--- src/rtl/display_scan_ctrl.sv ---
// Multiplexed 7-segment scan controller: blank-gap digit sequencing, double-buffered
// display value committed at frame boundaries, and optional leading-zero suppression.
module display_scan_ctrl #(
  parameter int unsigned NUM_DIGITS = 4,
  parameter int unsigned BLANK_CYC  = 500,
  parameter int unsigned ON_CYC     = 49500
) (
  input  logic                          clk,
  input  logic                          reset,
  input  logic [4*NUM_DIGITS-1:0]       digits_in,
  input  logic                          load,
  input  logic                          lz_en,
  output logic [3:0]                    num,
  output logic [NUM_DIGITS-1:0]         an,
  output logic [$clog2(NUM_DIGITS)-1:0] digit_idx,
  output logic                          load_ack,
  output logic                          frame_tick
);

  localparam int unsigned IDX_W   = $clog2(NUM_DIGITS);
  localparam int unsigned MAX_CYC = (BLANK_CYC > ON_CYC) ? BLANK_CYC : ON_CYC;
  localparam int unsigned TMR_W   = $clog2(MAX_CYC + 1);
  localparam logic [TMR_W-1:0] BLANK_LAST = TMR_W'(BLANK_CYC - 1);
  localparam logic [TMR_W-1:0] ON_LAST    = TMR_W'(ON_CYC - 1);
  localparam logic [IDX_W-1:0] LAST_IDX   = IDX_W'(NUM_DIGITS - 1);

  typedef enum logic {
    ST_BLANK,
    ST_SHOW
  } state_e;

  state_e                  state_q, state_d;
  logic [TMR_W-1:0]        timer_q, timer_d;
  logic [IDX_W-1:0]        idx_q, idx_d;
  logic [NUM_DIGITS-1:0]   an_q, an_d;
  logic [3:0]              num_q, num_d;
  logic                    ack_q, ack_d;
  logic                    tick_q, tick_d;
  logic [4*NUM_DIGITS-1:0] disp_q, disp_d;
  logic [4*NUM_DIGITS-1:0] stage_q, stage_d;
  logic                    pending_q, pending_d;
  logic                    commit;
  logic [NUM_DIGITS-1:0]   supp;
  logic                    zero_run;

  // Scan sequencing
  always_comb begin
    state_d = state_q;
    timer_d = timer_q + 1'b1;
    idx_d   = idx_q;
    commit  = 1'b0;
    case (state_q)
      ST_BLANK: begin
        if (timer_q == BLANK_LAST) begin
          state_d = ST_SHOW;
          timer_d = '0;
        end
      end
      ST_SHOW: begin
        if (timer_q == ON_LAST) begin
          state_d = ST_BLANK;
          timer_d = '0;
          idx_d   = (idx_q == LAST_IDX) ? '0 : idx_q + 1'b1;
          commit  = (idx_q == LAST_IDX);
        end
      end
      default: begin
        state_d = ST_BLANK;
        timer_d = '0;
      end
    endcase
  end

  // Staging and frame-boundary commit; a load in the commit cycle bypasses staging.
  always_comb begin
    stage_d   = stage_q;
    pending_d = pending_q;
    disp_d    = disp_q;
    ack_d     = 1'b0;
    if (load) begin
      stage_d   = digits_in;
      pending_d = 1'b1;
    end
    if (commit && (pending_q || load)) begin
      disp_d    = load ? digits_in : stage_q;
      pending_d = 1'b0;
      ack_d     = 1'b1;
    end
  end

  // A digit is suppressed when it and every more significant digit are zero.
  always_comb begin
    supp     = '0;
    zero_run = 1'b1;
    for (int unsigned i = NUM_DIGITS - 1; i >= 1; i--) begin
      zero_run = zero_run && (disp_q[4*i +: 4] == 4'h0);
      supp[i]  = lz_en && zero_run;
    end
  end

  // Outputs are registered from next-state so anode and code switch on the same edge.
  always_comb begin
    an_d  = '1;
    num_d = 4'hF;
    if (state_d == ST_SHOW) begin
      for (int unsigned i = 0; i < NUM_DIGITS; i++) begin
        if (idx_d == IDX_W'(i)) begin
          an_d[i] = 1'b0;
          num_d   = supp[i] ? 4'hF : disp_q[4*i +: 4];
        end
      end
    end
    tick_d = (state_d == ST_SHOW) && (timer_d == ON_LAST) && (idx_d == LAST_IDX);
  end

  always_ff @(posedge clk) begin
    if (reset) begin
      state_q   <= ST_BLANK;
      timer_q   <= '0;
      idx_q     <= '0;
      an_q      <= '1;
      num_q     <= 4'hF;
      ack_q     <= 1'b0;
      tick_q    <= 1'b0;
      disp_q    <= '1;
      stage_q   <= '1;
      pending_q <= 1'b0;
    end else begin
      state_q   <= state_d;
      timer_q   <= timer_d;
      idx_q     <= idx_d;
      an_q      <= an_d;
      num_q     <= num_d;
      ack_q     <= ack_d;
      tick_q    <= tick_d;
      disp_q    <= disp_d;
      stage_q   <= stage_d;
      pending_q <= pending_d;
    end
  end

  assign num        = num_q;
  assign an         = an_q;
  assign digit_idx  = idx_q;
  assign load_ack   = ack_q;
  assign frame_tick = tick_q;

endmodule

--- config.mk ---
export PLATFORM = sky130hd
export DESIGN_NAME = display_scan_ctrl
export DESIGN_NICKNAME = d
export VERILOG_FILES = /design/src/rtl/display_scan_ctrl.sv
export SDC_FILE = /design/constraint.sdc
export NUM_CORES = 1
export LEC_CHECK = 0
export CAP_MARGIN = 25
export CORE_MARGIN = 2
export CORE_UTILIZATION = 59
export CTS_CLUSTER_SIZE = 25
export DETAILED_ROUTE_END_ITERATION = 8
export PLACE_DENSITY = 0.85
export SLEW_MARGIN = 0
export SYNTH_ARGS = -nofsm -noshare
export SYNTH_HDL_FRONTEND = slang
export SYNTH_SLANG_ARGS = --single-unit
--- constraint.sdc ---
create_clock -name clk -period 2.95 [get_ports clk]
set_input_delay 0.7375 -clock clk [delete_from_list [all_inputs] [get_ports clk]]
set_output_delay 0.7375 -clock clk [all_outputs]
set_load 0.01 [all_outputs]
======== After elaboration in Yosys (flattened, before gate mapping) ========
Index checks and enable logic that the tools add are counted.
storage, ports and cells
  memories ................................ 0
  output and inout port bits .............. 12
  memory bits (read-only) ................. 0
  latch bits .............................. 0
  word-level logic and storage cells ...... 60
  bits in registers ....................... 62
  input bits .............................. 20
  memory bits (writable) .................. 0
cells by class
  reductions and logical operators ........ 15
  $mul .................................... 0
  $lt $le $gt $ge ......................... 0
  divide/modulo/power cells ............... 0
  bitwise logic cells ..................... 2
  multiplexer cells ....................... 24
  equal/unequal tests ..................... 7
  shift-type cells ........................ 0
  $add $sub $neg .......................... 2
operators with widths
  cell                     count
  $mux W16                 3
  $eq A16 B16 Y1 const B   2
  $pmux W16 S2             1
  $mux W4                  7
  $add A16 B1 Y16 const B  1
  $eq A16 B9 Y1 const B    1
  $logic_not A4 Y1         3
  $mux W1                  9
  $logic_and A1 B1 Y1      8
  $eq A2 B2 Y1 const B     3
  $mux W2                  3
  $reduce_or A2 Y1         2
  $add A2 B1 Y2 const B    1
  $eq A2 B1 Y1 const B     1
  $logic_not A2 Y1         1
  $not A1 Y1               2
  $pmux W1 S2              1
  $logic_or A1 B1 Y1       1

======== Logic depth before layout (Yosys ltp) ========
  depth after elaboration ................. 9
  gate-level depth with buffers ........... 10

======== Least setup slack after synthesis ========
No wires, ideal clock.
  kind .................................... register to register
  start point ............................. register timer_q[0]
  end point ............................... register num_q[0], in the netlist num[0]
  library setup time ...................... 82 ps
  cell stages (with the launch flop) ...... 9
  data arrival time ....................... 1,910 ps
  path slack .............................. 958 ps
  clock period less this slack ............ 1,992 ps
  data required time ...................... 2,868 ps
  path through ............................ dfxtp_1 ha_1 buf_2 and4bb_1 and4_1 buf_6 mux2_4 and3b_2 o2111ai_1
between the ends
  word-level cells in the longest chain between the ends .. 8
  elaborated cells on any way between the ends .. 17
  those cells by class .................... eq/ne: 5; mux: 9; bitwise: 1; reduce/logical: 2
RTL lines
  item                      RTL line  RTL
  start: declaration        33        logic [TMR_W-1:0] timer_q, timer_d;
  start signal: assignment  130       timer_q <= timer_d;
  $eq A16 B16 Y1            60        if (timer_q == ON_LAST) begin
  $mux W2                   60
  $mux W2                   52        case (state_q)
  $logic_not A2 Y1          107       if (idx_d == IDX_W'(i)) begin
  $mux W4 (4 in series)     107
  end signal: assignment    133       num_q <= num_d;
  end: declaration          36        logic [3:0] num_q, num_d;
Several ways; a longest one is shown, not always the timed one.
A chain may end at the register's enable or synchronous reset.

======== Final worst setup path ========
  start point ............................. register timer_q[0]
  end point ............................... register num_q[2], in the netlist num[2]
Same word-level chain as after synthesis.

==> metrics.md <==
| Metric | Value |
|---|---|
| Status | `completed` |
| Nets | `roughly 340` |
| Routed vias/inst | `roughly 5.8` |
| Net Switching | `between 0.3 and 0.4 mW` |
| Gr usage total | `a little under a quarter` |
| Post-CTS setup buffers | `0` |
| Final Wtd Congestion | `just under 0.9` |
| Delay-heaviest family, CP | `simple AND/OR/NAND/NOR gates` |
| Die Y | `between 70 and 80 um` |
| Die X | `71.53 um` |
| DRC | `0` |
| Root buffer cell | `clkbuf_8` |
| First-pass GRT wire length | `roughly 9500 um` |
| Final wirelength | `roughly 5700 um` |
| Post-CTS Hold Fix Bufs | `0` |
| CP Launch Type | `flip-flop` |
| FF-to-FF setup slack | `roughly 0.52 ns` |
| Post-CTS resize count | `0` |
| Count of antenna-violating nets left after detailed routing | `0` |
| Leak | `approximately 1.2 nW` |
| Setup TNS | `0 ns` |
| Critical path type | `flip-flop to flip-flop` |
| Vias in the first global route | `between 2000 and 2500` |
| Hold path startpoint | `stage_q[6]` |
| Starting Density | `~61%` |
| Count of final hold-check violations | `0` |
| Worst Clk Skew | `around 0.0088 ns` |
| P&R area growth vs syn | `18.09%` |
| Relative slew margins | `between 50% and 60%` |
| Final setup fails | `0` |
| Top_reg_cell synth | `dfxtp_1` |
| Mean Syn Cell Area | `roughly 9 um^2` |
| Setup crit end kind | `flip-flop` |
| Clk_lat worst skew | `0.34 ns` |
| Slowest-stage cell, CP | `dfxtp_1` |
| 1st-pass router iterations | `5` |
| Crit-path max cell delay | `roughly 0.45 ns` |
| Drt wl/cell | `15.08 um` |
| WHS | `about 0.48 ns` |
| Worst path bufs/invs | `0` |
| Min-Delay Endpoint | `stage_q[6]` |
| Worst slew pin tran | `a little over 0.6 ns` |
| Post-Place Cell Area | `0.002992 mm^2` |
| Post-Place Cells | `360` |
| Initial antenna violation count | `0` |
| Fraction of registers with async set or reset after synthesis | `0%` |
| Synth unique cells | `between 40 and 50` |
| Fin cells | `376` |
| Comb pwr share | `around 5.3%` |
| Final core utilization | `72.46%` |
| CTS tree | `yes` |
| Crit path depth | `6` |
| Initial DRC count | `approximately 200` |
| Row count | `24` |
| Die area | `about 0.0051 mm^2` |
| FF+latch count, synth | `slightly above 60` |
| TritonCTS Sinks | `a little over 60` |
| Reg2reg end | `num[2]` |
| Syn Inst Count | `between 200 and 300` |
| Tcrit/Tclk final | `about 82%` |
| Max Freq | `approximately 410 MHz` |
| CP Max Fanout | `10` |
| Min-Delay Path Class | `flip-flop to flip-flop` |
| CTS Buf Count | `9` |
| R2r startpoint | `timer_q[0]` |
| Remaining global-route overflow | `0` |
| Core area | `0.004384 mm^2` |
| I/O pin count | `32` |
| Dpl hpwl | `3899 um` |
| Cell Area, Synth | `between 0.002 and 0.003 mm^2` |
| PortBufs | `31` |
| Sw Share | `a little under a quarter` |
| Pwr dens | `513.6 mW/mm^2` |
| Final Cell Area | `between 0.003 and 0.004 mm^2` |
| Crit path cell chain | `ha_1 > and4bb_1 > and4_1 > mux2_4 > and3b_1 > o2111ai_1` |
| Worst reg-to-reg path cell count | `6` |
| Max-Cap Viols | `0` |
| Hold depth | `2` |
| Diode count | `0` |
| Reg power frac | `53.0%` |
| Post-synth EDFFs | `0` |
| Largest net degree at the start of global routing | `18` |
| Internal Power | `about 1.2 mW` |
| Layout cells sized above 1 | `8.951%` |
| Peak supply drop | `about 0.00034 V` |
| Slew Viols, Final | `0` |
| RSZ-0062 raised after global routing | `false` |
| Critical Path AT | `approximately 2.7 ns` |
| Clock network fraction of design power | `between 40% and 50%` |
| Tmin final | `2.425 ns` |
| Leading cell types in the layout, fill and taps excluded | `62 x dfxtp_1, 48 x nor2_1, 31 x clkdlybuf4s50_1` |
| Most common cell after layout, fill and taps aside | `dfxtp_1` |
| Register area share after synthesis | `46.14%` |
| Synth warnings | `0` |
| Critical Path RT | `3.20 ns` |
| CTS clk-pin slew, worst paths | `approximately 0.070 ns` |
| H-tree depth | `3` |
| Total number of vias | `between 2000 and 2500` |
| Synthesized net count | `roughly 310` |
| Clock buffer depth | `2` |
power by group through the flow:
stage          combinational, mW  clock [mW]  sequential [mW]
2_1_floorplan             0.0529           0            0.879
3_3_place_gp              0.0850           0            0.882
3_5_place_dp              0.0864           0            0.883
4_1_cts                   0.0874       0.688            0.864
5_1_grt                   0.0959       0.729            0.866
6_report                  0.0865       0.681            0.864
flip-flops by register name, indices dropped and copies added (netlist names):
| register | count |
|---|---|
| num | 4 |
| frame_tick | 1 |
| timer_q | 16 |
| an | 4 |
| stage_q | 16 |
| disp_q | 16 |
| pending_q | 1 |
| digit_idx | 2 |
| state_q | 1 |
| load_ack | 1 |
kinds of logic (layout without fill, tap and decap cells):
group / after synthesis / count (layout) / share of synthesized area [%]
simple gates: 130 / 130 / 27.63
flops: 62 / 62 / 46.14
compound gates: 42 / 42 / 9.163
buf+inv: 22 / 55 / 4.278
mux: 19 / 19 / 7.302
xor+xnor: 14 / 14 / 4.558
fa+ha+maj: 2 / 2 / 0.9301
layout make-up:
class                           count  area, um^2
Clock buffer                       11       151.4
Clock inverter                      5       33.78
Fill cell                         326        1207
Inverter                            5       18.77
Multi-Input combinational cell    207        1334
Sequential cell                    62        1241
Tap cell                           52       65.06
Timing Repair Buffer               34       332.8
how the worst max path moves through the flow:
stage | startpoint | endpoint | slack, ns
after floorplan | timer_q[0] | num[0] | 0.96
after global placement | reset | frame_tick | 0.54
after detailed placement | reset | frame_tick | 0.47
after CTS | timer_q[0] | num[2] | 0.53
after global routing | timer_q[0] | num[0] | 0.35
final | timer_q[0] | num[2] | 0.52
through the flow:
step                      power, mW  setup slack, ns
after detailed placement     0.9694           0.4681
after floorplan              0.9315           0.9583
final                         1.632           0.5248
after global placement       0.9674           0.5372
after CTS                     1.639           0.5311
after global routing          1.690           0.3515
synthesized netlist by cell type, drive strengths merged, types with 2 or more instances:
cell type / instances / area [um^2]
nand2: 9 / 33.78
nand3: 7 / 35.03
mux2i: 17 / 170.2
nor2b: 4 / 25.02
nor4b: 3 / 41.29
ha: 2 / 25.02
buf: 12 / 76.31
mux2: 2 / 26.27
and3: 2 / 13.77
and3b: 4 / 37.54
nand4: 7 / 43.79
and4: 3 / 27.53
xnor2: 10 / 87.58
o2111ai: 4 / 35.03
or3: 3 / 18.77
clkbuf: 5 / 20.01
nor2: 48 / 180.2
inv: 5 / 18.77
or4: 2 / 15.01
nor3: 6 / 41.29
a21oi: 18 / 90.09
dfxtp: 62 / 1241
o21ai: 14 / 70.07
and4b: 3 / 31.28
nand2b: 18 / 112.6
xor2: 4 / 35.03
nor4: 6 / 37.54
worst min-delay path: cells and delay by family, from the launching register on:
kind / cells / cell delay [ns]
multiplexers: 1 / 0.07
flip-flops: 1 / 0.31
AND/OR/NAND/NOR: 1 / 0.07
layer usage:
metal / global-route usage, % / part of all wire, %
met2: 37.65 / 48
met3: 5.626 / 6.0
met1: 31.29 / 45
met4: 10.90 / 1.5
met5: 0 / 0
Note: power is estimated with default switching activity, not from simulation.
